**src/rtl/pinc_stream_monitor.sv**
```systemverilog
// pinc_stream_monitor
// Watches a chirp generator's phase-increment stream. It tracks each chirp as
// a run of consecutive valid cycles, and checks two things: that each value is
// held for the latched expected dwell, and that consecutive values differ by
// STEP. It reports first/last values, the number of steps, sticky error flags
// and a saturating error count.
// Optional feature: define PINC_MON_HIST_EN to add a history RAM that captures
// each chirp's first value and every changed value, with a registered read
// port. Without the macro, hist_data is tied to 0 and hist_addr is ignored.
`timescale 1ns/1ps

module pinc_stream_monitor #(
   parameter int DATA_W     = 24,
   parameter int CNT_W      = 32,
   parameter int STEP       = 1,
   parameter int HIST_DEPTH = 512,
   localparam int HIST_AW   = (HIST_DEPTH > 1) ? $clog2(HIST_DEPTH) : 1
) (
   input  logic               clk,
   input  logic               rst,
   input  logic [DATA_W-1:0]  s_axis_tdata,
   input  logic               s_axis_tvalid,
   output logic               s_axis_tready,
   input  logic [CNT_W-1:0]   expected_dwell,
   input  logic               clear,
   output logic               chirp_active,
   output logic               chirp_done,
   output logic [DATA_W-1:0]  pinc_first,
   output logic [DATA_W-1:0]  pinc_last,
   output logic [15:0]        step_count,
   output logic               dwell_err,
   output logic               step_err,
   output logic [15:0]        err_count,
   input  logic [HIST_AW-1:0] hist_addr,
   output logic [DATA_W-1:0]  hist_data
);

   typedef enum logic [1:0] {WAIT_LOW, IDLE, RUN, DONE} state_t;

   localparam logic [DATA_W-1:0] STEP_D  = DATA_W'(STEP);
   localparam logic [CNT_W-1:0]  CNT_ONE = CNT_W'(1);
   localparam logic [CNT_W-1:0]  CNT_MAX = '1;

   state_t            state;
   logic [DATA_W-1:0] prev;
   logic [CNT_W-1:0]  dwell_cnt;
   logic [CNT_W-1:0]  exp_lat;

   logic              start;
   logic              change;
   logic              dwell_chk;
   logic              dwell_fail;
   logic              step_fail;
   logic [1:0]        err_inc;
   logic [16:0]       err_sum;

   // Event decode: a dwell check happens whenever the held value ends, either
   // because a new value arrived or because the chirp ended.
   always_comb begin
      start      = (state == IDLE) && s_axis_tvalid;
      change     = (state == RUN) && s_axis_tvalid && (s_axis_tdata != prev);
      dwell_chk  = (state == RUN) && !(s_axis_tvalid && (s_axis_tdata == prev));
      dwell_fail = dwell_chk && (exp_lat != '0) && (dwell_cnt != exp_lat);
      step_fail  = change && (s_axis_tdata != (prev + STEP_D));
      err_inc    = {1'b0, dwell_fail} + {1'b0, step_fail};
      err_sum    = {1'b0, err_count} + {15'd0, err_inc};
   end

   // Chirp FSM, per-chirp statistics, and sticky error bookkeeping (clear wins
   // over anything detected in the same cycle).
   always_ff @(posedge clk) begin
      if (rst) begin
         state         <= WAIT_LOW;
         s_axis_tready <= 1'b0;
         chirp_active  <= 1'b0;
         chirp_done    <= 1'b0;
         pinc_first    <= '0;
         pinc_last     <= '0;
         step_count    <= '0;
         prev          <= '0;
         dwell_cnt     <= '0;
         exp_lat       <= '0;
         dwell_err     <= 1'b0;
         step_err      <= 1'b0;
         err_count     <= '0;
      end else begin
         s_axis_tready <= 1'b1;
         chirp_done    <= 1'b0;
         case (state)
            WAIT_LOW: begin
               if (!s_axis_tvalid) state <= IDLE;
            end
            IDLE: begin
               if (s_axis_tvalid) begin
                  state        <= RUN;
                  chirp_active <= 1'b1;
                  pinc_first   <= s_axis_tdata;
                  prev         <= s_axis_tdata;
                  dwell_cnt    <= CNT_ONE;
                  step_count   <= '0;
                  exp_lat      <= expected_dwell;
               end
            end
            RUN: begin
               if (s_axis_tvalid) begin
                  if (s_axis_tdata == prev) begin
                     if (dwell_cnt != CNT_MAX) dwell_cnt <= dwell_cnt + CNT_ONE;
                  end else begin
                     prev      <= s_axis_tdata;
                     dwell_cnt <= CNT_ONE;
                     if (step_count != 16'hFFFF) step_count <= step_count + 16'd1;
                  end
               end else begin
                  state        <= DONE;
                  chirp_active <= 1'b0;
                  chirp_done   <= 1'b1;
                  pinc_last    <= prev;
               end
            end
            DONE: begin
               state <= IDLE;
            end
            default: begin
               state <= WAIT_LOW;
            end
         endcase
         if (clear) begin
            dwell_err <= 1'b0;
            step_err  <= 1'b0;
            err_count <= '0;
         end else begin
            if (dwell_fail) dwell_err <= 1'b1;
            if (step_fail) step_err <= 1'b1;
            err_count <= err_sum[16] ? 16'hFFFF : err_sum[15:0];
         end
      end
   end

`ifdef PINC_MON_HIST_EN
   localparam logic [HIST_AW:0] DEPTH_P = (HIST_AW + 1)'(HIST_DEPTH);

   logic [DATA_W-1:0] hist_mem [HIST_DEPTH];
   logic [HIST_AW:0]  wr_ptr;

   // Write pointer restarts at every chirp and parks at the depth so that
   // later values are dropped rather than wrapping over earlier ones.
   always_ff @(posedge clk) begin
      if (rst) begin
         wr_ptr <= '0;
      end else if (start) begin
         wr_ptr <= (HIST_AW + 1)'(1);
      end else if (change && (wr_ptr != DEPTH_P)) begin
         wr_ptr <= wr_ptr + (HIST_AW + 1)'(1);
      end
   end

   // History storage has no reset so it maps onto block RAM.
   always_ff @(posedge clk) begin
      if (!rst && start) begin
         hist_mem[0] <= s_axis_tdata;
      end else if (!rst && change && (wr_ptr < DEPTH_P)) begin
         hist_mem[wr_ptr[HIST_AW-1:0]] <= s_axis_tdata;
      end
   end

   // Registered read port; addresses past the depth read as zero.
   always_ff @(posedge clk) begin
      if (rst) begin
         hist_data <= '0;
      end else if ({1'b0, hist_addr} < DEPTH_P) begin
         hist_data <= hist_mem[hist_addr];
      end else begin
         hist_data <= '0;
      end
   end
`else
   logic unused_hist_addr;

   assign hist_data        = '0;
   assign unused_hist_addr = ^hist_addr;
`endif

endmodule

```
**config.mk**
```make
export PLATFORM = sky130hd
export DESIGN_NAME = pinc_stream_monitor
export DESIGN_NICKNAME = d
export VERILOG_FILES = /design/src/rtl/pinc_stream_monitor.sv
export SDC_FILE = /design/constraint.sdc
export NUM_CORES = 1
export LEC_CHECK = 0
export CAP_MARGIN = 20
export CELL_PAD_IN_SITES_DETAIL_PLACEMENT = 2
export CELL_PAD_IN_SITES_GLOBAL_PLACEMENT = 2
export CORE_MARGIN = 2
export CORE_UTILIZATION = 32
export DETAILED_ROUTE_END_ITERATION = 8
export HOLD_SLACK_MARGIN = 0.08
export MAX_ROUTING_LAYER = met4
export PLACE_DENSITY = 0.95
export SKIP_LAST_GASP = 1
export SLEW_MARGIN = 20
export SYNTH_ARGS = -nofsm -noshare
export SYNTH_HDL_FRONTEND = slang
export SYNTH_SLANG_ARGS = --single-unit
```
**constraint.sdc**
```tcl
create_clock -name clk -period 7.28 [get_ports clk]
set_clock_uncertainty 0.2 [all_clocks]
set_input_delay 1.456 -clock clk [delete_from_list [all_inputs] [get_ports clk]]
set_output_delay 1.456 -clock clk [all_outputs]
set_load 0.01 [all_outputs]
```
==> results of run 1 <==
tightest hold or removal path, stage by stage (launching register included):
cell and delay (ns):
sky130_fd_sc_hd__dfxtp_1 0.31, sky130_fd_sc_hd__nand2_1 0.05, sky130_fd_sc_hd__a21oi_1 0.05
synthesized netlist by cell type, types with 4 or more instances:
master                     instances  area [µm²]
sky130_fd_sc_hd__nor3_1           12       60.06
sky130_fd_sc_hd__buf_6             8       90.09
sky130_fd_sc_hd__mux2i_1          27       270.3
sky130_fd_sc_hd__a31oi_1          10       62.56
sky130_fd_sc_hd__xor2_1           23       201.4
sky130_fd_sc_hd__dfxtp_1         175        3503
sky130_fd_sc_hd__inv_1            16       60.06
sky130_fd_sc_hd__xnor2_1          80       700.7
sky130_fd_sc_hd__nand4_1          41       256.5
sky130_fd_sc_hd__nand3_1          25       125.1
sky130_fd_sc_hd__nand2_1         197       739.5
sky130_fd_sc_hd__clkbuf_1         33       123.9
sky130_fd_sc_hd__nor2_1           90       337.8
sky130_fd_sc_hd__buf_2             8       40.04
sky130_fd_sc_hd__buf_4            26       195.2
sky130_fd_sc_hd__a21oi_1         119       595.6
sky130_fd_sc_hd__a211oi_1          4       30.03
sky130_fd_sc_hd__and3_1           18       112.6
sky130_fd_sc_hd__or4_1             5       37.54
sky130_fd_sc_hd__and4_1            6       52.55
sky130_fd_sc_hd__o21ai_0          20       100.1
sky130_fd_sc_hd__buf_1             7       26.28
sky130_fd_sc_hd__or3_1             8       50.05
sky130_fd_sc_hd__nor4_1           25       156.4
sky130_fd_sc_hd__ha_1              8       100.1
sky130_fd_sc_hd__nand2b_1          6       37.54
sequential cells by signal, indices dropped and copies added, names as in the netlist:
| register | count |
|---|---|
| pinc_last | 24 |
| state | 2 |
| err_count | 16 |
| dwell_cnt | 32 |
| chirp_done | 1 |
| step_err | 1 |
| s_axis_tready | 1 |
| dwell_err | 1 |
| pinc_first | 24 |
| prev | 24 |
| step_count | 16 |
| exp_lat | 32 |
| chirp_active | 1 |
cells by family after synthesis:
logic type	synth area share (%)
and+or+nand+nor	25.55
AOI/OAI and AO/OA	12.30
DFF	40.60
xor gates and xnor gates	10.45
buffers and inverters	6.409
muxes	3.262
adders and majority gates	1.392
other	0.04346
through the flow:
step	power, µW	instance area [µm²]	cells
2_1_floorplan	1712	8716	1087
3_3_place_gp	1943	10150	1493
3_5_place_dp	2006	10150	1493
4_1_cts	2919	10710	1525
5_1_grt	3051	10710	1525
6_report	2887	10710	1525
area by class of cell:
type	count	share of cell area [%]
Clock inverter	11	1.004
Timing Repair Buffer	150	13.85
Multi-Input combinational cell	811	43.70
Inverter	16	0.5606
Clock buffer	21	4.204
Sequential cell	175	32.70
Tap cell	341	3.982
power breakdown:
part	switching [µW]	internal (µW)	total, µW	leakage [µW]
Sequential	128	1050	1180	0.00142
Combinational	509	305	815	0.00185
Clock	413	484	897	0.000257
Total	1050	1840	2890	0.00352
per-layer routing:
layer	vias to the layer above	share of wire (%)
met5	-	0
met4	0	3.1
met3	65	3.3
met2	171	53
met1	4045	41
li1	3825	-
worst max path at each step:
stage / from / endpoint / slack [ns] / cells after the start
finish: s_axis_tdata[3] / err_count[7] / 1.34 / 18
global route: s_axis_tdata[3] / err_count[7] / 0.90 / 18
CTS: s_axis_tdata[3] / err_count[7] / 1.27 / 18
detailed placement: s_axis_tdata[3] / err_count[7] / 0.85 / 18
global placement: s_axis_tdata[3] / err_count[7] / 0.99 / 18
floorplan: s_axis_tdata[3] / err_count[10] / 2.20 / 18
placed cells by master, fill, tap and decap left out, drive strengths merged, types with 8 or more instances in the layout:
cell,count
nand2,197
dfxtp,175
clkdlybuf4s50,143
a21oi,119
nor2,90
xnor2,80
nand4,43
mux2i,27
nand3,26
nor4,25
conb,24
xor2,23
clkbuf,21
o21ai,20
inv,19
and3,18
nor3,13
a31oi,10
or3,8
ha,8
==> metrics.log, run 1 <==
[metrics] result of the run: finished, final reports clean
[metrics] fraction of layout cells with a size suffix above 1: 4.814%
[metrics] final worst path period need: between 5 and 6 ns
[metrics] EDFF count, synth: 0
[metrics] critical path's top delay family: simple AND/OR/NAND/NOR gates
[metrics] Worst R2R End: err_count[7]
[metrics] FP Rows: 60
[metrics] overflow left after global routing: 0
[metrics] # DRC: 0
[metrics] post-synthesis sequential area ratio: a little over 40%
[metrics] final-layout worst hold slack: 0.2578 ns
[metrics] vias post-DR: about 8,000
[metrics] register-to-register setup slack: between 1.5 and 2 ns
[metrics] met3 Usage GRT: 4.631%
[metrics] Max FO, Critical Path: 13
[metrics] total power per unit cell area: around 270 nW/µm²
[metrics] worst slack at placement: 0.8484 ns
[metrics] number of global-route vias before repair: approximately 9,000
[metrics] total negative slack for setup checks: 0 ns
[metrics] endpoint with the worst hold slack: pinc_first[8]
[metrics] clock tree from TritonCTS: yes
[metrics] sort of element at the start of the critical path: primary input
[metrics] final number of hold-violating endpoints: 0
[metrics] area taken by multi-input logic gates: 4682 µm²
[metrics] met1 Use GR: about 24%
[metrics] met2 layer usage reported by global route: 40.76%
[metrics] logic depth of the worst register-to-register path: 17
[metrics] delay contributed by the slowest stage of the critical path: about 0.50 ns
[metrics] final setup slack of the worst path: roughly 1.3 ns
[metrics] Max-slew headroom: 28.35%
[metrics] total inserted antenna cells: 0
[metrics] combined flip-flop and latch cell area: 3503 µm²
[metrics] overall die area: between 20,000 and 30,000 µm²
[metrics] initial standard-cell utilization of the core: roughly 32%
[metrics] distinct cell type count of the synthesized netlist: 67
[metrics] first-pass GRT wire length: 49.24 mm
[metrics] worst hold path class: reg2reg
[metrics] launch instance of the worst min-delay path: pinc_first[8]
[metrics] drt wl/cell: a little over 20 µm
[metrics] number of buffers created by CTS: 17
[metrics] Slowest-stage cell, CP: sky130_fd_sc_hd__clkdlybuf4s50_1
[metrics] total number of nets in the final design: between 1,000 and 1,500
[metrics] Finished Core Util: about two fifths
[metrics] x dimension of the die: between 150 and 200 µm
[metrics] Min-Delay Path Depth: 2
[metrics] Post-Synthesis Cell Area: about 8600 µm²
[metrics] number of flip-flops and latches in the synthesized netlist: between 150 and 200
[metrics] count of endpoints failing setup in the final report: 0
[metrics] fin crit share: between 80 and 90%
[metrics] number of port buffers: between 100 and 150
[metrics] signal arrival time at the worst endpoint: around 6.1 ns
[metrics] initial antenna violation count: 0
[metrics] HPWL after detailed placement: around 23 mm
[metrics] measured slew at the worst slew-check pin: between 1 and 1.5 ns
[metrics] number of buffers added to fix hold violations after cts: 0
[metrics] clock latency of the later-clocked register in the worst-skew pair: 0.43 ns
[metrics] synthesized area per cell: roughly 8 µm²
[metrics] fillcell total: 2,999
[metrics] clock sink count: between 150 and 200
[metrics] type of destination of the critical path: flip-flop
[metrics] maximum clock path buffer count: 2
[metrics] H-tree levels: 4
[metrics] Worst EP required: ~7.4 ns
[metrics] Clock Pin Slew Worst Setup and Hold Paths: 0.07 ns
[metrics] fraction of registers with async set or reset after synthesis: 0%
[metrics] total global-route track usage: between 20 and 25%
[metrics] Max IR drop VDD: just over 0.0001 V
[metrics] final number of max-transition violations: 0
[metrics] antenna violation net count after detailed routing: 0
[metrics] worst-path cell chain: clkdlybuf4s50_1 -> xnor2_1 -> nor3b_1 -> a31oi_1 -> or4_1 -> nor4_1 -> nand4_1 -> o21ai_0 -> fa_1 -> inv_1 -> ha_1 -> and3_1 -> and3_1 -> and3_1 -> and2_0 -> nand3_1 -> o21a_1 -> nor2_1
[metrics] setup repair after global routing missed its margin: no
[metrics] ys flop type: sky130_fd_sc_hd__dfxtp_1
[metrics] Maximum Capacitance Violations: 0
[metrics] Reg-to-Reg Start: prev[2]
[metrics] most used routing layer in global routing: met2
[metrics] start-to-end type of the worst setup path: in2reg
[metrics] placer's final routability congestion estimate: 0.8430
[metrics] area added between synthesis and finish: 24.16%
[metrics] total setup buffers inserted after CTS: 0
[metrics] cts repair resizes: 0
[metrics] detailed router's first-iteration violation count: 370
[metrics] First-pass DRT Iterations: 4
[metrics] core box area: 26,730 µm²
[metrics] most prevalent standard cell on the critical path: sky130_fd_sc_hd__and3_1
[metrics] maximum number of pins on one net before global-route repair: 98
[metrics] post-synthesis cell count: 1,064
[metrics] number of buffers and inverters on the critical path: 2
[metrics] peak clock frequency supported by timing: 0.1684 GHz
[metrics] final routed wirelength across all metal layers: 30.74 mm
[metrics] Pleak: roughly 0.0035 µW
[metrics] number of synthesis warnings: 0
[metrics] Boundary Pins: 178
[metrics] via density per instance: approximately 5.3
[metrics] Die Height: roughly 170 µm
[metrics] master cell of the clock root buffer: sky130_fd_sc_hd__clkbuf_16
No activity file was read; power rests on OpenSTA's default activity.
==> run 2, diff against run 1 <==
- CORE_UTILIZATION: 32 -> 30
- PLACE_DENSITY: 0.95 -> 0.9
- clock period: 7.28 -> 5.65 ns (I/O delays scaled with it)
==> run 2 against run 1 <==
Net effect:
- first-iteration DRC count grew 9.2%
- critical path depth is the same
- non-clock buffer count grew 7
- register-to-register slack lost 1.5 ns
==> metrics.log, run 2 (synthesis gave the netlist of run 1 again) <==
[metrics] initial antenna violation count: 0
[metrics] Max IR drop VDD: about 0.00017 V
[metrics] number of buffers and inverters on the critical path: 3
[metrics] via density per instance: 5.139
[metrics] maximum clock path buffer count: 2
[metrics] master cell of the clock root buffer: sky130_fd_sc_hd__clkbuf_16
[metrics] total global-route track usage: 20.62%
[metrics] peak clock frequency supported by timing: 0.1880 GHz
[metrics] Clock Pin Slew Worst Setup and Hold Paths: 0.07 ns
[metrics] signal arrival time at the worst endpoint: 5.42 ns
[metrics] clock tree from TritonCTS: yes
[metrics] antenna violation net count after detailed routing: 0
[metrics] total number of nets in the final design: 1,256
[metrics] start-to-end type of the worst setup path: in2reg
[metrics] fillcell total: about 3,300
[metrics] core box area: ~29,000 µm²
[metrics] final routed wirelength across all metal layers: between 20 and 30 mm
[metrics] measured slew at the worst slew-check pin: between 1 and 1.5 ns
[metrics] Max-slew headroom: 31.10%
[metrics] Pleak: 0.003601 µW
[metrics] result of the run: finished, final reports clean
[metrics] cts repair resizes: 0
[metrics] Die Height: approximately 170 µm
[metrics] type of destination of the critical path: flip-flop
[metrics] number of port buffers: 144
[metrics] maximum number of pins on one net before global-route repair: just under 80
[metrics] placer's final routability congestion estimate: roughly 0.84
[metrics] critical path's top delay family: simple AND/OR/NAND/NOR gates
[metrics] Finished Core Util: 38.14%
[metrics] # DRC: 0
[metrics] most used cells in the layout excluding fill and tap cells: 196 x sky130_fd_sc_hd__nand2_1, 175 x sky130_fd_sc_hd__dfxtp_1, 143 x sky130_fd_sc_hd__clkdlybuf4s50_1
[metrics] first-pass GRT wire length: roughly 48 mm
[metrics] worst-path cell chain: clkdlybuf4s50_1 -> xnor2_2 -> nor3b_1 -> a31oi_1 -> or4_1 -> nor4_1 -> nand4_1 -> o21ai_0 -> fa_1 -> inv_1 -> ha_1 -> and3_1 -> and3_1 -> and3_1 -> and2_0 -> nand3_1 -> buf_4 -> a21oi_1
[metrics] Max FO, Critical Path: 6
[metrics] H-tree levels: 4
[metrics] most used routing layer in global routing: met2
[metrics] count of endpoints failing setup in the final report: 0
[metrics] number of buffers added to fix hold violations after cts: 0
[metrics] most common cell after layout, fill and taps aside: sky130_fd_sc_hd__nand2_1
[metrics] First-pass DRT Iterations: 4
[metrics] setup repair after global routing missed its margin: no
[metrics] delay contributed by the slowest stage of the critical path: 0.51 ns
[metrics] met2 layer usage reported by global route: between 30% and 40%
[metrics] Worst EP required: 5.75 ns
[metrics] overflow left after global routing: 0
[metrics] met3 Usage GRT: between 3 and 4%
[metrics] initial standard-cell utilization of the core: approximately 30%
[metrics] most prevalent standard cell on the critical path: sky130_fd_sc_hd__and3_1
[metrics] Boundary Pins: around 180
[metrics] final worst path period need: about 5.3 ns
[metrics] leading registers by flop count: dwell_cnt x32, exp_lat x32
[metrics] number of buffers created by CTS: 17
[metrics] number of global-route vias before repair: around 8,800
[metrics] fraction of layout cells with a size suffix above 1: about 5.6%
[metrics] vias post-DR: between 8,000 and 9,000
[metrics] total power per unit cell area: 355.4 nW/µm²
[metrics] overall die area: ~30,000 µm²
[metrics] Design Power: between 3000 and 4000 µW
[metrics] FP Rows: between 60 and 70
[metrics] x dimension of the die: 173.6 µm
[metrics] final number of hold-violating endpoints: 0
[metrics] total setup buffers inserted after CTS: 0
[metrics] detailed router's first-iteration violation count: 404
[metrics] Maximum Capacitance Violations: 0
[metrics] sort of element at the start of the critical path: primary input
[metrics] clock latency of the later-clocked register in the worst-skew pair: between 0.4 and 0.5 ns
[metrics] HPWL after detailed placement: 22.02 mm
[metrics] fin crit share: about 94%
[metrics] met1 Use GR: 23.05%
[metrics] Slowest-stage cell, CP: sky130_fd_sc_hd__clkdlybuf4s50_1
[metrics] clock sink count: about 180
[metrics] drt wl/cell: 19.03 µm
[metrics] total inserted antenna cells: 0
[metrics] final number of max-transition violations: 0
[metrics] area added between synthesis and finish: 26.17%
[metrics] worst hold path class: reg2reg
run 2: power breakdown:
part	switching (µW)	internal, µW
logic	657	409
registers	159	1350
clock network	580	714
run 2: tightest hold or removal path, stage by stage, from the launching register on:
cell	delay [ns]
sky130_fd_sc_hd__dfxtp_1	0.31
sky130_fd_sc_hd__nand2_1	0.05
sky130_fd_sc_hd__a21oi_1	0.05
run 2: final cells by class:
class / count / area (µm²) / share of cell area (%)
clock buffer: 17 / 425.4 / 3.907
clock inverter: 15 / 196.4 / 1.804
inverter: 16 / 60.06 / 0.5516
multi-input combinational: 811 / 4686 / 43.04
sequential: 175 / 3503 / 32.18
tap: 384 / 480.5 / 4.413
timing repair buffer: 157 / 1536 / 14.11
run 2: per-stage QoR:
| stage | std cells | hold slack, ns | worst slack [ns] | setup TNS (ns) | area [µm²] |
|---|---|---|---|---|---|
| global placement | 1543 | 0.2426 | -0.04819 | -0.5238 | 10260 |
| floorplan | 1087 | 0.2567 | 0.8968 | 0 | 8716 |
| global route | 1575 | 0.2851 | 0.03300 | 0 | 10890 |
| finish | 1575 | 0.2589 | 0.3305 | 0 | 10890 |
| detailed placement | 1543 | 0.2527 | -0.1798 | -2.276 | 10260 |
| CTS | 1575 | 0.2633 | 0.2356 | 0 | 10880 |
run 2: routing by layer:
metal  vias to the layer above  wire [µm]
met5                         -          0
met3                        33       1035
met2                       133      16090
li1                       3854          -
met1                      4074      12430
met4                         0        415
run 2: final timing paths:
kind	slack, ns	from	cells after the start	endpoint
max	0.33	s_axis_tdata[3]	18	err_count[0]
min	0.26	pinc_first[6]	2	pinc_first[6]
min reg2reg	0.26	pinc_first[6]	2	pinc_first[6]
max reg2reg	0.39	prev[2]	17	err_count[0]
==> run 3, diff against run 2 <==
- CORE_UTILIZATION: 30 -> 32
- PLACE_DENSITY: 0.9 -> 0.95
- clock period: 5.65 -> 6.2 ns (I/O delays scaled with it)
==> run 3 against run 2 <==
Net effect:
- non-clock buffer count fell by 4
- critical path depth did not move
- sequential power fell by 9%
- design area fell by 0.73%
- clock power fell by 11%
- sequential cell count did not move
- setup slack improved by 0.25 ns
- clock-buffer cell count did not move
- first-iteration DRC count fell by 4.7%
- utilization rose by 2.3 points
==> metrics.log, run 3 (synthesis gave the netlist of run 1 again) <==
[metrics] met1 Use GR: 24.35%
[metrics] HPWL after detailed placement: 22.51 mm
[metrics] number of buffers and inverters on the critical path: 3
[metrics] final routed wirelength across all metal layers: between 30 and 40 mm
[metrics] fillcell total: just over 3,000
[metrics] final setup slack of the worst path: about 0.58 ns
[metrics] drt wl/cell: about 20 µm
[metrics] clock latency of the later-clocked register in the worst-skew pair: ~0.45 ns
[metrics] peak clock frequency supported by timing: around 0.18 GHz
[metrics] Min-Delay Path Depth: 2
[metrics] most common cell after layout, fill and taps aside: sky130_fd_sc_hd__nand2_1
[metrics] Slowest-stage cell, CP: sky130_fd_sc_hd__clkdlybuf4s50_1
[metrics] maximum number of pins on one net before global-route repair: 61
[metrics] FP Rows: 60
[metrics] most used cells in the layout excluding fill and tap cells: 196 x sky130_fd_sc_hd__nand2_1, 175 x sky130_fd_sc_hd__dfxtp_1, 143 x sky130_fd_sc_hd__clkdlybuf4s50_1
[metrics] most prevalent standard cell on the critical path: sky130_fd_sc_hd__and3_1
[metrics] final design instance area without fill: approximately 11,000 µm²
[metrics] # DRC: 0
[metrics] Die Height: 168.2 µm
[metrics] met2 layer usage reported by global route: between 40 and 50%
[metrics] Area after DPL: approximately 10,000 µm²
[metrics] worst slack at placement: a little under 0.09 ns
[metrics] initial antenna violation count: 1
[metrics] maximum clock path buffer count: 2
[metrics] logic depth of the worst register-to-register path: 17
[metrics] Clock Pin Slew Worst Setup and Hold Paths: 0.07 ns
[metrics] overall die area: around 28,000 µm²
[metrics] sort of element at the start of the critical path: primary input
[metrics] leading registers by flop count: dwell_cnt x32, exp_lat x32
[metrics] total global-route track usage: approximately 23%
[metrics] signal arrival time at the worst endpoint: about 5.7 ns
[metrics] worst-path cell chain: clkdlybuf4s50_1 -> xnor2_1 -> nor3b_1 -> a31oi_1 -> or4_1 -> nor4_1 -> nand4_1 -> o21ai_0 -> fa_1 -> inv_1 -> ha_1 -> and3_1 -> and3_1 -> and3_1 -> and2_0 -> nand3_1 -> buf_4 -> a21oi_1
[metrics] fin crit share: approximately nine tenths
[metrics] total setup buffers inserted after CTS: 0
[metrics] Pleak: ~0.0036 µW
[metrics] total number of nets in the final design: ~1,300
[metrics] setup repair after global routing missed its margin: no
[metrics] H-tree levels: 4
[metrics] measured slew at the worst slew-check pin: about 1.0 ns
[metrics] met3 Usage GRT: under 10%
[metrics] total power per unit cell area: 323.3 nW/µm²
[metrics] cts repair resizes: 0
[metrics] Worst EP required: about 6.3 ns
[metrics] area added between synthesis and finish: 25.24%
[metrics] core box area: 26,730 µm²
[metrics] number of buffers created by CTS: 17
[metrics] final number of max-transition violations: 0
[metrics] clock tree from TritonCTS: yes
[metrics] start-to-end type of the worst setup path: in2reg
[metrics] first-pass GRT wire length: 49.75 mm
[metrics] master cell of the clock root buffer: sky130_fd_sc_hd__clkbuf_16
[metrics] count of endpoints failing setup in the final report: 0
[metrics] via density per instance: between 5 and 6
[metrics] vias post-DR: 8,152
[metrics] x dimension of the die: roughly 170 µm
[metrics] Max IR drop VDD: 0.0001377 V
[metrics] total negative slack for setup checks: 0 ns
[metrics] final number of hold-violating endpoints: 0
[metrics] First-pass DRT Iterations: 4
[metrics] detailed router's first-iteration violation count: 385
[metrics] initial standard-cell utilization of the core: about a third
[metrics] combined flip-flop and latch cell area: approximately 3500 µm²
[metrics] delay contributed by the slowest stage of the critical path: about 0.49 ns
[metrics] type of destination of the critical path: flip-flop
[metrics] number of buffers added to fix hold violations after cts: 0
[metrics] critical path depth in cells: 18
[metrics] Max FO, Critical Path: 9
[metrics] area taken by multi-input logic gates: around 4700 µm²
[metrics] final worst path period need: around 5.6 ns
[metrics] antenna violation net count after detailed routing: 0
[metrics] most used routing layer in global routing: met2
[metrics] Boundary Pins: approximately 180
[metrics] number of global-route vias before repair: just over 9,000
[metrics] number of port buffers: between 100 and 150
[metrics] Max-slew headroom: a little under 30%
[metrics] critical path's top delay family: simple AND/OR/NAND/NOR gates
[metrics] Maximum Capacitance Violations: 0
[metrics] fraction of layout cells with a size suffix above 1: between 5 and 6%
[metrics] clock sink count: 175
[metrics] placer's final routability congestion estimate: between 0.8 and 0.9
[metrics] worst hold path class: reg2reg
[metrics] result of the run: finished, final reports clean
[metrics] overflow left after global routing: 0
==> run 3: layout make-up <==
class | instances | share of cell area (%)
well taps | 341 | 3.948
clock inverters | 15 | 1.760
diodes | 1 | 0.02315
repair buffers | 153 | 14.05
inverters | 16 | 0.5557
multi-input cells | 811 | 43.31
flip-flops and latches | 175 | 32.41
clock buffers | 17 | 3.936
==> run 3: per-stage QoR <==
stage / utilization (%) / total power, µW / hold WS, ns / instances
floorplan: - / 2010 / 0.2567 / 1087
global placement: 38.04 / 2282 / 0.2417 / 1495
detailed placement: 38.12 / 2361 / 0.2501 / 1496
CTS: 40.42 / 3531 / 0.2600 / 1528
global route: 40.44 / 3693 / 0.2818 / 1529
finish: 40.44 / 3494 / 0.2557 / 1529
==> run 3: worst register-to-register path, delay by kind of cell (launching register included) <==
kind / cells / cell delay (ns)
flip-flops: 1 / 0.64
AND/OR/NAND/NOR: 10 / 3.16
buffers and inverters: 2 / 0.27
adder cells (fa/ha/maj): 2 / 0.46
AO/OA/AOI/OAI: 3 / 0.59
==> run 3: worst paths after layout <==
path	start	endpoint	slack, ns
setup / recovery	s_axis_tdata[3]	err_count[4]	0.58
setup reg to reg	prev[2]	err_count[4]	0.76
hold reg to reg	pinc_last[1]	pinc_last[1]	0.26
hold / removal	pinc_last[1]	pinc_last[1]	0.26
==> run 3: power by group <==
part | switching, µW | internal [µW] | total (µW)
combinational | 600 | 364 | 964
sequential | 148 | 1230 | 1380
clock | 536 | 617 | 1150
==> run 3: metal layers <==
metal  part of all wire [%]  wire [µm]
met4                    2.4        754
met3                    3.4       1070
met1                     40      12560
met2                     54      16660
met5                      0          0
